### config.mk
export PLATFORM = sky130hd
export DESIGN_NAME = uart_tx_fifo
export DESIGN_NICKNAME = d
export VERILOG_FILES = /design/src/rtl/uart_tx_fifo.sv
export SDC_FILE = /design/constraint.sdc
export NUM_CORES = 1
export LEC_CHECK = 0
export ABC_AREA = 1
export CORE_AREA = 5 5 125 127
export DETAILED_ROUTE_END_ITERATION = 16
export DIE_AREA = 0 0 130 132
export GPL_TIMING_DRIVEN = 0
export PLACE_DENSITY = 0.77
export SKIP_LAST_GASP = 1
export SLEW_MARGIN = 20
export SYNTH_ARGS = -nofsm -noshare
export SYNTH_HDL_FRONTEND = slang
export SYNTH_SLANG_ARGS = --single-unit
### constraint.sdc
create_clock -name clk -period 5.02 [get_ports clk]
set_input_delay 0.502 -clock clk [delete_from_list [all_inputs] [get_ports clk]]
set_output_delay 0.502 -clock clk [all_outputs]
set_load 0.01 [all_outputs]
### src/rtl/uart_tx_fifo.sv
// Byte FIFO feeding the UART transmitter: it queues host writes and hands bytes
// one at a time over the Tx_Byte/Tx_Ready handshake, pacing on the transmitter's status.
module uart_tx_fifo #(
  parameter int DEPTH       = 16,
  parameter int SYNC_STAGES = 2
) (
  input  logic                     clk,
  input  logic                     reset,
  input  logic                     i_Wr_En,
  input  logic [7:0]               i_Wr_Byte,
  output logic                     o_Full,
  output logic                     o_Empty,
  output logic [$clog2(DEPTH):0]   o_Count,
  output logic                     o_Overflow,
  output logic [7:0]               o_Tx_Byte,
  output logic                     o_Tx_Ready,
  input  logic                     i_Tx_Active,
  input  logic                     i_Tx_Done
);
  localparam int ADDR_W = $clog2(DEPTH);
  localparam logic [ADDR_W-1:0] PTR_ONE  = ADDR_W'(1);
  localparam logic [ADDR_W:0]   CNT_ONE  = (ADDR_W+1)'(1);
  localparam logic [ADDR_W:0]   CNT_FULL = (ADDR_W+1)'(DEPTH);

  typedef enum logic [1:0] {IDLE, SEND, WAIT} state_t;

  logic [7:0]             mem_reg [DEPTH];
  logic [ADDR_W-1:0]      wr_ptr_reg;
  logic [ADDR_W-1:0]      rd_ptr_reg;
  logic [ADDR_W:0]        count_reg;
  logic [ADDR_W:0]        count_next;
  state_t                 state_reg;
  logic [7:0]             tx_byte_reg;
  logic                   tx_ready_reg;
  logic                   overflow_reg;
  logic [SYNC_STAGES-1:0] act_sync_reg;
  logic [SYNC_STAGES-1:0] done_sync_reg;
  logic                   done_d_reg;

  logic act_s;
  logic done_s;
  logic done_rise;
  logic push_ok;
  logic pop_go;

  assign o_Full     = (count_reg == CNT_FULL);
  assign o_Empty    = (count_reg == '0);
  assign o_Count    = count_reg;
  assign o_Overflow = overflow_reg;
  assign o_Tx_Byte  = tx_byte_reg;
  assign o_Tx_Ready = tx_ready_reg;

  assign act_s     = act_sync_reg[SYNC_STAGES-1];
  assign done_s    = done_sync_reg[SYNC_STAGES-1];
  assign done_rise = done_s && !done_d_reg;

  // Flags are taken from the start-of-cycle count, so a full FIFO drops a push
  // even when a pop frees a slot in the same cycle.
  assign push_ok = i_Wr_En && !o_Full;
  assign pop_go  = (state_reg == IDLE) && !o_Empty && !act_s;

  always_comb begin
    count_next = count_reg;
    case ({push_ok, pop_go})
      2'b10:   count_next = count_reg + CNT_ONE;
      2'b01:   count_next = count_reg - CNT_ONE;
      default: count_next = count_reg;
    endcase
  end

  // Transmitter status lives in the baud-tick domain; resynchronise before use.
  always_ff @(posedge clk or posedge reset) begin
    if (reset) begin
      act_sync_reg  <= '0;
      done_sync_reg <= '0;
      done_d_reg    <= 1'b0;
    end else begin
      act_sync_reg  <= {act_sync_reg[SYNC_STAGES-2:0], i_Tx_Active};
      done_sync_reg <= {done_sync_reg[SYNC_STAGES-2:0], i_Tx_Done};
      done_d_reg    <= done_s;
    end
  end

  always_ff @(posedge clk) begin
    if (push_ok) begin
      mem_reg[wr_ptr_reg] <= i_Wr_Byte;
    end
  end

  always_ff @(posedge clk or posedge reset) begin
    if (reset) begin
      wr_ptr_reg   <= '0;
      rd_ptr_reg   <= '0;
      count_reg    <= '0;
      state_reg    <= IDLE;
      tx_byte_reg  <= 8'h00;
      tx_ready_reg <= 1'b0;
      overflow_reg <= 1'b0;
    end else begin
      count_reg <= count_next;
      if (push_ok) begin
        wr_ptr_reg <= wr_ptr_reg + PTR_ONE;
      end
      if (i_Wr_En && o_Full) begin
        overflow_reg <= 1'b1;
      end
      case (state_reg)
        IDLE: begin
          if (pop_go) begin
            tx_byte_reg  <= mem_reg[rd_ptr_reg];
            rd_ptr_reg   <= rd_ptr_reg + PTR_ONE;
            tx_ready_reg <= 1'b1;
            state_reg    <= SEND;
          end
        end
        SEND: begin
          // A frame short enough to slip past the Active sampler still ends here.
          if (act_s) begin
            tx_ready_reg <= 1'b0;
            state_reg    <= WAIT;
          end else if (done_rise) begin
            tx_ready_reg <= 1'b0;
            state_reg    <= IDLE;
          end
        end
        WAIT: begin
          if (done_rise) begin
            state_reg <= IDLE;
          end
        end
        default: begin
          tx_ready_reg <= 1'b0;
          state_reg    <= IDLE;
        end
      endcase
    end
  end

endmodule

* Yosys cells after proc, flatten, opt, wreduce, memory -nomap -nowiden
Memories as Yosys holds them, arrays and structs flattened. A register that Yosys moved wholly into a read port is not among the register bits. Index checks and enable logic that the tools add are counted.
Storage, ports and cells: memory bits (writable) 128, output and inout port bits 17, word-level logic and storage cells 47, register bits 22, memories 1, input bits 13
Memory list:
- mem_reg | depth 16, bits a word 8, rd ports 1, clocked after Yosys merged registers in 1, wr ports 1, line 27 | logic [7:0] mem_reg [DEPTH];
Cells by class: multiplexer cells 11, bitwise gates (word level) 1, equal/unequal tests 7, reductions and logical operators 14, add/subtract/negate cells 4
Operators with widths (number):
- case mux 5 bit (2 select lines) | 1
- adder 4 x 1 -> 4 bit, second input constant | 2
- two-way mux 2 bit | 3
- case mux 2 bit (3 select lines) | 1
- adder 5 x 1 -> 5 bit, second input constant | 1
- == test 5 bit, second input constant | 1
- logical AND 1 bit | 5
- zero test 5 bit | 1
- two-way mux 1 bit | 5
- subtractor 5 x 1 -> 5 bit, second input constant | 1
- == test 2 x 1 -> 1 bit, second input constant | 2
- == test 2 bit, second input constant | 2
- zero test 1 bit | 4
- inequality test 3 bit, second input constant | 1
- case mux 1 bit (3 select lines) | 1
- AND reduction 3 bit | 1
- zero test 2 bit | 1
- inequality test 2 bit, second input constant | 1
- AND reduction 2 bit | 1
- nonzero test 2 bit | 1
- NOT 1 bit | 1

* Logic depth before layout (Yosys ltp)
depth in word-level cells 6, depth in mapped cells 17, depth with buffers taken out 16

* Least setup slack after synthesis
Ideal clock, no wire load.
path type register to register, start point register count_reg[1], in the netlist o_Count[1], end point register count_reg[4], in the netlist o_Count[4], path buffers 1, arrival time 2164 ps, clock period less this slack 2229 ps, library setup time 65 ps, cell stages (with the launch flop) 17, slack 2791 ps, path through dfrtp_1 > nor2_1 > nand2_1 > inv_2 > nand2_1 > nand2_2 > buf_2 > ha_1 > xor2_1 > ha_1 > inv_1 > nand2_1 > nand3_1 > nand2_1 > xor2_1 > nand2_1 > nand2_1
On the way: cells in the longest elaborated chain, start to end 6, elaborated cells between the ends (all ways) 13, those cells by class 2 x add/sub; 3 x eq/ne; 1 x mux; 7 x reduce/logical
Ends and longest elaborated chain:
- start, declared | line 30 | logic [ADDR_W:0] count_reg;
- start signal, assigned | line 100 | count_reg <= count_next;
- zero test 5 bit | line 47 | assign o_Empty = (count_reg == '0);
- zero test 1 bit | line 60 | assign pop_go = (state_reg == IDLE) && !o_Empty && !act_s;
- logical AND 1 bit (2 in series) | line 60
- == test 2 x 1 -> 1 bit or == test 2 bit (tied branches) | line 64 | case ({push_ok, pop_go})
- case mux 5 bit (2 select lines) or nonzero test 2 bit (tied branches)
Parallel ways exist; a longest one is shown, timed or not. A chain may end at the register's enable or synchronous reset.

* Final worst setup path
Ends and elaborated chain as after synthesis.

==> impl_metrics.toml <==
[outcome]
status = "completed"

[routing]
wl_met2_um = 7880
met3_length_um = 1610
remaining_drc_errors = 0
drt_iter0_markers = 681
drtPass1Iterations = 5
wl_per_cell_um = 17.2
routed_wl_um = 16300
num_vias = 4904
via_per_inst = 5.18
route.top_layer_used = "met4"
met1_length_um = 6270
final_antenna_net_count = 0

[logic_synthesis]
synthCells = 701
synth_top_area_share_pct = 55.0
ys_warn_count = 0
synth-seq-cells = 158
yosysUniqueCellTypes = 23
syn_avg_cell_area_um2 = 9.97
ys_seq_area_share_pct = 65.8
netlist_area_mm2 = 0.00699
syn-num-nets = 723
yosysTopAreaCell = "edfxtp_1"
yosys-top-cells-area = "edfxtp_1 (55%), nand2_1 (12%), dfrtp_1 (11%)"

[clocking]
cts-root-buf = "clkbuf_16"
clk_pin_slew_ps = 60
cts_made_buffers = 17
cts_tree = "yes"
postCtsSetupRepairBufs = 0
clockBufferDepth = 2
clkSinkCount = 158
holdBufCountCts = 0
clock_latency_ps = 430
h-tree-depth = 4
cts_resized = 0

[worst_setup_path]
cp-end-kind = "flip-flop"
slowest_stage = "dfrtp_1"
path_buf_inv = 3
reg2reg_depth = 16
max_stage_delay_ps = 430
startpoint = "o_Count[1]"
crit_top_cell = "nand2_1"
cp_cell_sequence = "nor2_1, nand2_1, inv_2, nand2_1, nand2_2, buf_2, ha_1, xor2_1, ha_1, inv_1, nand2_1, nand3_1, nand2_1, xor2_1, nand2_1, nand2_1"
r2r-start = "o_Count[1]"
crit_family = "simple AND/OR/NAND/NOR gates"
r2r_slack_ps = 2280
cp-start-kind = "flip-flop"
cp_max_fo = 11
worstPathArrival_ps = 3110
reg2reg_to = "o_Count[4]"
required_ps = 5380
critical_path_class = "flip-flop to flip-flop"

[worst_hold_path]
hp-class = "flip-flop to flip-flop"
hold_depth = 0
hp-start = "done_sync_reg[0]"
worst_hold_path.endpoint = "done_sync_reg[1]"

[pwr]
cellPowerDensity_mw_per_mm2 = 578
p_leak_uw = 0.00363
power_uw = 4710
ir_worst_vdd_mv = 0.316

[timing]
fin_crit_sh_pct = 54.6
final_hold_viol_count = 0
slew_violations = 0
finalClockSkew_ps = 8.56
slew-limit-headroom_pct = 28.1
min_period_ps = 2740
fmax_ghz = 0.365
tightest_slew_ps = 1070
rsz0062_at_grt = "false"
fin_tns_setup_ps = 0
setup_viol = 0

[die]
dieArea_mm2 = 0.0172
core_region_area_mm2 = 0.0143
rows = 44
ios = 30
start_util_pct = 48.8
die_h_um = 132
die-width_um = 130

[finish]
fill_cells = 1147
drive_above_1_share_pct = 10.5
final_nets = 771
diodes = 0
syn2layout_area_growth_pct = 16.6
post-route-util_pct = 56.9
largest_reg_flops = 128

[placement]
post-dp-hpwl_um = 10700
io_buffers = 29
routabilityCongestion = 0.928

[flow_run]
max-cap-violations = 0

[grt]
grt_max_degree = 31
antenna_found_initial = 0
grt_pass1_vias = 4685
grt_pass1_wl_um = 25100
overflow = 0
grt_use_total_pct = 19.8
cells in the final DEF (no fill, tap or decap), drive strengths merged:
master,count
nand2,233
edfxtp,128
inv,127
nand3,103
dfrtp,30
clkdlybuf4s50,29
buf,28
clkbuf,19
nor3,14
clkinv,11
xor2,9
ha,9
nor2,8
o21ai,7
bufinv,2
a21oi,1
a21boi,1
a31o,1
o21bai,1
xnor2,1
layer usage:
| metal | GRT usage, % | vias up |
|---|---|---|
| li1 | - | 2336 |
| met2 | 31.1 | 253 |
| met1 | 25.7 | 2267 |
| met3 | 6.24 | 48 |
| met5 | 0 | - |
| met4 | 7.74 | 0 |
synthesized netlist by cell type (all sizes together):
library cell	instances
a21boi	1
a21oi	1
a31o	1
buf	28
clkinv	1
dfrtp	30
edfxtp	128
ha	9
inv	126
nand2	233
nand3	103
nor2	8
nor3	14
o21ai	7
o21bai	1
xnor2	1
xor2	9
report_power, final:
part           total, uW  internal, uW  switching (uW)
Sequential          1720          1620            93.3
Clock               1250           733             515
Combinational       1740           582            1160
worst max path at each step:
stage                     to  depth (start not counted)
2_1_floorplan     o_Count[4]                         16
3_3_place_gp   mem_reg[6][6]                          4
3_5_place_dp      o_Count[4]                         13
4_1_cts           o_Count[4]                         16
5_1_grt           o_Count[4]                         16
6_report          o_Count[4]                         16
final cells by class:
cell class,count,area [um^2],share of cell area (%)
plain buffers,28,159,1.95
clock buffers,19,433,5.31
clock inverters,13,141,1.74
inverters,127,477,5.85
multi-input cells,388,1820,22.4
flip-flops and latches,158,4590,56.4
well taps,184,230,2.83
repair buffers,29,290,3.56
logic make-up after synthesis:
family                     synth area share [%]
AOI/OAI and AO/OA                         0.913
xor gates and xnor gates                   1.25
adders and majority gates                  1.61
buffers and inverters                      9.10
DFF                                        65.8
and+or+nand+nor                            21.4
metrics by stage:
stage / cells / worst slack [ps] / hold slack, ps / instance area [um^2]
floorplan: 701 / 2790 / 331 / 6990
global placement: 914 / 2110 / 333 / 7510
detailed placement: 914 / 2190 / 336 / 7560
CTS: 946 / 2320 / 350 / 8130
global route: 946 / 1980 / 352 / 8150
finish: 946 / 2280 / 350 / 8150
Power figures use the tool's default switching activity.
